File: src/rtl/uart_cmd_assembler_pkg.sv
// rtl/uart_cmd_assembler_pkg.sv - shared types, defaults and width helper for the command assembler
package uart_cmd_pkg;

  typedef enum logic {IDLE, COLLECT} asm_state_t;

  localparam int CMD_BYTES_DEF = 3;
  localparam int GAP_CYC_DEF   = 20000;

  function automatic int cmd_w(input int n);
    return 8 * n;
  endfunction

endpackage

File: src/rtl/uart_cmd_assembler_if.sv
// rtl/uart_cmd_assembler_if.sv - byte-in / command-out handshake bundle for the command assembler
interface uart_cmd_assembler_if
  import uart_cmd_pkg::*;
#(
  parameter int CMD_BYTES = CMD_BYTES_DEF
);

  logic [7:0]                  rx_data;
  logic                        rx_rdy;
  logic                        clr_rx_rdy;
  logic [cmd_w(CMD_BYTES)-1:0] cmd;
  logic                        cmd_rdy;
  logic                        clr_cmd_rdy;
  logic                        overrun;
  logic                        gap_err;

  modport master (
    input  rx_data, rx_rdy, clr_cmd_rdy,
    output clr_rx_rdy, cmd, cmd_rdy, overrun, gap_err
  );

  modport slave (
    output rx_data, rx_rdy, clr_cmd_rdy,
    input  clr_rx_rdy, cmd, cmd_rdy, overrun, gap_err
  );

endinterface

File: src/rtl/uart_cmd_assembler_gap_timer.sv
// rtl/uart_cmd_assembler_gap_timer.sv - saturating inter-byte gap counter with expiry flag
module gap_timer #(
  parameter int GAP_CYC = 20000
) (
  input  logic clk,
  input  logic rst_n,
  input  logic clr,
  input  logic en,
  output logic expire
);

  localparam int           W     = $clog2(GAP_CYC);
  localparam logic [W-1:0] LIMIT = W'(GAP_CYC - 1);

  logic [W-1:0] count;

  always_ff @(posedge clk or negedge rst_n) begin
    if (!rst_n) begin
      count <= '0;
    end else if (clr) begin
      count <= '0;
    end else if (en && (count != LIMIT)) begin
      count <= count + W'(1);
    end
  end

  // A clear in the same cycle is an accepted byte, which must beat the timeout.
  assign expire = en && !clr && (count == LIMIT);

endmodule

File: src/rtl/uart_cmd_assembler.sv
// rtl/uart_cmd_assembler.sv - packs received UART bytes MSB-first into command words with gap timeout
module uart_cmd_assembler
  import uart_cmd_pkg::*;
#(
  parameter int CMD_BYTES = CMD_BYTES_DEF,
  parameter int GAP_CYC   = GAP_CYC_DEF
) (
  input  logic                  clk,
  input  logic                  rst_n,
  uart_cmd_assembler_if.master  bus
);

  localparam int CW = cmd_w(CMD_BYTES);

  asm_state_t    state, state_nx;
  logic [2:0]    byte_cnt, byte_cnt_nx;
  logic [CW-1:0] asm_q, asm_shift, cmd_q;
  logic          clr_rx_q, cmd_rdy_q, overrun_q, gap_err_q;
  logic          accept, last_byte, expire, gap_fire;

  // Gating on our own pending ack avoids re-capturing the byte before the receiver drops rdy.
  assign accept    = bus.rx_rdy && !clr_rx_q;
  assign asm_shift = {asm_q[CW-9:0], bus.rx_data};
  assign last_byte = accept && (state == COLLECT) && (byte_cnt == 3'(CMD_BYTES - 1));

  gap_timer #(
    .GAP_CYC (GAP_CYC)
  ) u_gap_timer (
    .clk    (clk),
    .rst_n  (rst_n),
    .clr    (accept || (state == IDLE)),
    .en     (state == COLLECT),
    .expire (expire)
  );

  always_comb begin
    state_nx    = state;
    byte_cnt_nx = byte_cnt;
    gap_fire    = 1'b0;
    case (state)
      IDLE: begin
        if (accept) begin
          byte_cnt_nx = 3'd1;
          state_nx    = COLLECT;
        end
      end
      COLLECT: begin
        if (last_byte) begin
          byte_cnt_nx = 3'd0;
          state_nx    = IDLE;
        end else if (accept) begin
          byte_cnt_nx = byte_cnt + 3'd1;
        end else if (expire) begin
          byte_cnt_nx = 3'd0;
          gap_fire    = 1'b1;
          state_nx    = IDLE;
        end
      end
      default: begin
        byte_cnt_nx = 3'd0;
        state_nx    = IDLE;
      end
    endcase
  end

  always_ff @(posedge clk or negedge rst_n) begin
    if (!rst_n) begin
      state     <= IDLE;
      byte_cnt  <= 3'd0;
      asm_q     <= '0;
      cmd_q     <= '0;
      clr_rx_q  <= 1'b0;
      cmd_rdy_q <= 1'b0;
      overrun_q <= 1'b0;
      gap_err_q <= 1'b0;
    end else begin
      state     <= state_nx;
      byte_cnt  <= byte_cnt_nx;
      clr_rx_q  <= accept;
      gap_err_q <= gap_fire;
      if (accept) begin
        asm_q <= asm_shift;
      end
      if (last_byte && (!cmd_rdy_q || bus.clr_cmd_rdy)) begin
        cmd_q     <= asm_shift;
        cmd_rdy_q <= 1'b1;
      end else if (bus.clr_cmd_rdy) begin
        cmd_rdy_q <= 1'b0;
      end
      if (bus.clr_cmd_rdy) begin
        overrun_q <= 1'b0;
      end else if (last_byte && cmd_rdy_q) begin
        overrun_q <= 1'b1;
      end
    end
  end

  assign bus.clr_rx_rdy = clr_rx_q;
  assign bus.cmd        = cmd_q;
  assign bus.cmd_rdy    = cmd_rdy_q;
  assign bus.overrun    = overrun_q;
  assign bus.gap_err    = gap_err_q;

endmodule

File: src/flat_wrapper.sv
// flat-port wrapper written by rule: the top's interface ports become plain ports
module uart_cmd_assembler_flat import uart_cmd_pkg::*;
#(
  parameter int CMD_BYTES = CMD_BYTES_DEF,
  parameter int GAP_CYC   = GAP_CYC_DEF
)
  (clk, rst_n, bus_rx_data, bus_rx_rdy, bus_clr_cmd_rdy, bus_clr_rx_rdy, bus_cmd, bus_cmd_rdy, bus_overrun, bus_gap_err);
  uart_cmd_assembler_if #(.CMD_BYTES(CMD_BYTES)) bus_i ();
  input  logic clk;
  input  logic rst_n;
  input wire logic [$bits(bus_i.rx_data)-1:0] bus_rx_data;
  input wire logic [$bits(bus_i.rx_rdy)-1:0] bus_rx_rdy;
  input wire logic [$bits(bus_i.clr_cmd_rdy)-1:0] bus_clr_cmd_rdy;
  output wire logic [$bits(bus_i.clr_rx_rdy)-1:0] bus_clr_rx_rdy;
  output wire logic [$bits(bus_i.cmd)-1:0] bus_cmd;
  output wire logic [$bits(bus_i.cmd_rdy)-1:0] bus_cmd_rdy;
  output wire logic [$bits(bus_i.overrun)-1:0] bus_overrun;
  output wire logic [$bits(bus_i.gap_err)-1:0] bus_gap_err;
  assign bus_i.rx_data = bus_rx_data;
  assign bus_i.rx_rdy = bus_rx_rdy;
  assign bus_i.clr_cmd_rdy = bus_clr_cmd_rdy;
  assign bus_clr_rx_rdy = bus_i.clr_rx_rdy;
  assign bus_cmd = bus_i.cmd;
  assign bus_cmd_rdy = bus_i.cmd_rdy;
  assign bus_overrun = bus_i.overrun;
  assign bus_gap_err = bus_i.gap_err;
  uart_cmd_assembler #(.CMD_BYTES(CMD_BYTES), .GAP_CYC(GAP_CYC)) u_core (.clk(clk), .rst_n(rst_n), .bus(bus_i));
endmodule
File: config.mk
export PLATFORM = sky130hd
export DESIGN_NAME = uart_cmd_assembler_flat
export DESIGN_NICKNAME = d
export VERILOG_FILES = /design/src/rtl/uart_cmd_assembler_pkg.sv /design/src/rtl/uart_cmd_assembler_if.sv /design/src/rtl/uart_cmd_assembler_gap_timer.sv /design/src/rtl/uart_cmd_assembler.sv /design/src/flat_wrapper.sv
export SDC_FILE = /design/constraint.sdc
export NUM_CORES = 1
export LEC_CHECK = 0
export BUFFER_PORTS_ARGS = -buffer_cell sky130_fd_sc_hd__buf_2
export CORE_AREA = 2 2 69 71
export DETAILED_ROUTE_END_ITERATION = 10
export DIE_AREA = 0 0 71 73
export PLACE_DENSITY = 0.82
export SLEW_MARGIN = 15
export SYNTH_ARGS = -nofsm -noshare
export SYNTH_HDL_FRONTEND = slang
export SYNTH_SLANG_ARGS = --single-unit
File: constraint.sdc
create_clock -name clk -period 5.47 [get_ports clk]
set_clock_uncertainty 0.2 [all_clocks]
set_input_delay 1.094 -clock clk [delete_from_list [all_inputs] [get_ports clk]]
set_output_delay 1.094 -clock clk [all_outputs]
set_load 0.01 [all_outputs]
==> results by group <==
Place
  • I/O Buffers: 39
  • RD Place Congestion: 0.764
  • Hpwl dp: slightly above 3000 um
  • DP Area: 2840 um^2
  • DP Worst Slack: slightly above 2000 ps

Final layout
  • Layout net count: 290
  • Ratio of cells with drive above 1 in the final layout: between 20% and 30%
  • Area grow syn2layout: 18.4%
  • Ant diodes: 0
  • Final instance area: 3090 um^2

Clock tree
  • Clk slew on worst S/H paths: 60 ps
  • Clk root buf: clkbuf_8
  • CTS tree: built
  • CTS Sinks: 63
  • Post-CTS resize count: 0
  • TritonCTS Buffers: 9
  • H-tree Lvls: 3
  • Setup Buffers After CTS: 0
  • Hold buffers post-CTS: 0
  • CTS max path bufs: 2
  • Clock Latency Late Sink: 340 ps

Drt
  • Vias: between 1.5k and 2k
  • Iteration-0 DRC Markers: 72
  • DRT antenna net count: 0
  • Pre-Repair DR Iteration Count: 4
  • Vias/cell: about 5.4
  • DR WL/cell: 14.2 um
  • Final WL: 4730 um
  • DRC errors left: 0

Critical path
  • Worst Setup SP: bus_rx_rdy
  • Startpoint types: input pin
  • Slowest-stage cell, CP: inv_2
  • Type of the worst setup path: input pin to flip-flop
  • Critical Path RT: 5490 ps
  • FF-to-FF End: u_core.bus.cmd[17]$_DFFE_PN0P_
  • Worst Setup EP: u_core.bus.cmd[17]$_DFFE_PN0P_
  • CP Data Arrival Time: 3070 ps
  • Reg2reg start: u_core.bus.clr_rx_rdy$_DFF_PN0_
  • CP Cell Sequence: buf_2 -> nand2b_1 -> inv_2 -> nand3_1 -> a21oi_2 -> buf_4 -> mux2_1
  • Worst Reg2Reg Path Length in Cells: 6
  • R2r setup slk: 2770 ps
  • Worst path max stage delay: 490 ps
  • CP Max Fanout: 24
  • Endpoint class of the critical path: flip-flop

Yosys
  • Top cells by area, synth: dfrtp_1 60%, mux2_1 8.6%, nand2_1 8.2%
  • Syn nets: roughly 250
  • FF+latch count, synth: 63
  • Post-Syn Area: 2610 um^2
  • Largest area contributor in the netlist: dfrtp_1
  • Number of synthesized flops with an enable pin: 0
  • Syn_area_per_cell: 11.2 um^2
  • Gate Count Post-Synth: approximately 230
  • Synth async-reset ratio: 100%
  • Seq/Total Area, Yosys: 60.5%
  • YS warnings: 0
  • Distinct cells, synth: 36
  • Top-count cell post-synth: dfrtp_1
  • Ys flop type: dfrtp_1
  • Share of the synthesized area in the top cell type: 60.5%
  • Post-synth top cells: 63 x dfrtp_1, 57 x nand2_1, 20 x mux2_1, 16 x nor2_1, 9 x nor3_1

Floorplan
  • Io pins: 40
  • Core box area: 4540 um^2
  • Cell Rows: 25
  • Die ar.: 5180 um^2
  • Initial Util: 57.5%
  • Die H: about 73 um
  • Die Span X: 71 um

Pwr
  • Pleak: between 1.5 and 2 nW
  • Worst vdd ir: 0.000263 V
  • PwrDens: 451 nW/um^2

Timing
  • Setup ws final: 2420 ps
  • Final min period: around 3000 ps
  • Final period util: 55.8%
  • Final setup fails: 0
  • Final Hold Viols: 0
  • Slew Limit Fails: 0
  • Peak Freq: approximately 330 MHz
  • RSZ-0062 raised after global routing: false
  • Worst Max-Slew Pin Slew: 756 ps
  • Slew Limit Headroom: 49.6%
  • TNS Setup: 0 ps

Job
  • # Max-Cap Violations: 0

GRT
  • Grt total ovfl: 0
  • Largest net degree at the start of global routing: 64
  • Gr usage total: just over 20%
  • Vias in the first global route: 1794
  • First-pass GRT wire length: 8070 um
  • Initial antenna violation count: 0

Worst hold path
  • HP Start: u_core.asm_q[8]$_DFFE_PN0P_
  • Worst hold path type: flip-flop to flip-flop

Run status
  • Outcome: finished clean
==> sequential cells by signal (all words and copies together) (netlist names) <==
register,cells
u_core.asm_q,16
u_core.bus.clr_rx_rdy,1
u_core.bus.cmd,24
u_core.bus.cmd_rdy,1
u_core.bus.gap_err,1
u_core.bus.overrun,1
u_core.byte_cnt,3
u_core.state,1
u_core.u_gap_timer.count,15
==> how the worst min path moves through the flow <==
stage | to | slack [ps] | depth (start not counted)
3_3_place_gp | u_core.asm_q[8]$_DFFE_PN0P_ | 250 | 2
5_1_grt | u_core.bus.cmd[4]$_DFFE_PN0P_ | 290 | 1
6_report | u_core.asm_q[8]$_DFFE_PN0P_ | 270 | 2
4_1_cts | u_core.asm_q[8]$_DFFE_PN0P_ | 280 | 2
3_5_place_dp | u_core.asm_q[8]$_DFFE_PN0P_ | 260 | 2
2_1_floorplan | u_core.asm_q[15]$_DFFE_PN0P_ | 240 | 2
==> layout by cell type (no fill, tap or decap), drive strengths merged, types with 2 or more instances in the layout <==
cell	instances
a21oi	5
buf	41
bufinv	3
clkbuf	11
clkinvlp	2
dfrtp	63
ha	3
inv	6
mux2	24
mux2i	2
nand2	57
nand3	3
nand4	4
nor2	16
nor3	9
nor4	4
o21ai	3
or3	3
xnor2	7
xor2	3
==> layer usage <==
| metal | global-route usage (%) | routed length [um] |
|---|---|---|
| met1 | 26.0 | 2100 |
| met2 | 32.7 | 2360 |
| met3 | 6.35 | 197 |
| met4 | 8.60 | 71 |
| met5 | 0 | 0 |
==> cell families after synthesis <==
| kind of cell | Yosys count | synth area share (%) |
|---|---|---|
| fa+ha+maj | 3 | 1.44 |
| mux | 26 | 11.1 |
| flops | 63 | 60.5 |
| simple gates | 102 | 17.9 |
| compound gates | 13 | 3.02 |
| buf+inv | 15 | 2.69 |
| xor+xnor | 10 | 3.36 |
==> through the flow <==
step	hold slack (ps)	total power, mW	util, %	instances
after CTS	276	1.41	68.1	334
after global placement	254	0.898	62.6	318
final	272	1.39	68.1	334
after detailed placement	258	0.911	62.6	318
after global routing	292	1.46	68.1	334
after floorplan	240	0.789	-	232
==> power by group <==
group          internal [mW]  total (mW)  switching [mW]  leakage (nW)
Clock                  0.315       0.494           0.179         0.116
Sequential             0.572       0.636          0.0640         0.826
Combinational          0.125       0.263           0.138         0.627
Total                   1.01        1.39           0.381          1.57
==> critical path: cells and delay by family <==
| family | cells | cell delay (ps) |
|---|---|---|
| mux | 1 | 360 |
| compound gates | 1 | 130 |
| buf+inv | 3 | 890 |
| simple gates | 2 | 570 |
==> final cells by class <==
| cell class | count | area (um^2) |
|---|---|---|
| clock inverters | 5 | 105 |
| multi-input cells | 154 | 965 |
| fillers | 325 | 1450 |
| well taps | 54 | 67.6 |
| clock buffers | 11 | 141 |
| repair buffers | 41 | 210 |
| inverters | 6 | 22.5 |
| flip-flops and latches | 63 | 1580 |
Note: power is estimated with default switching activity, not from simulation.
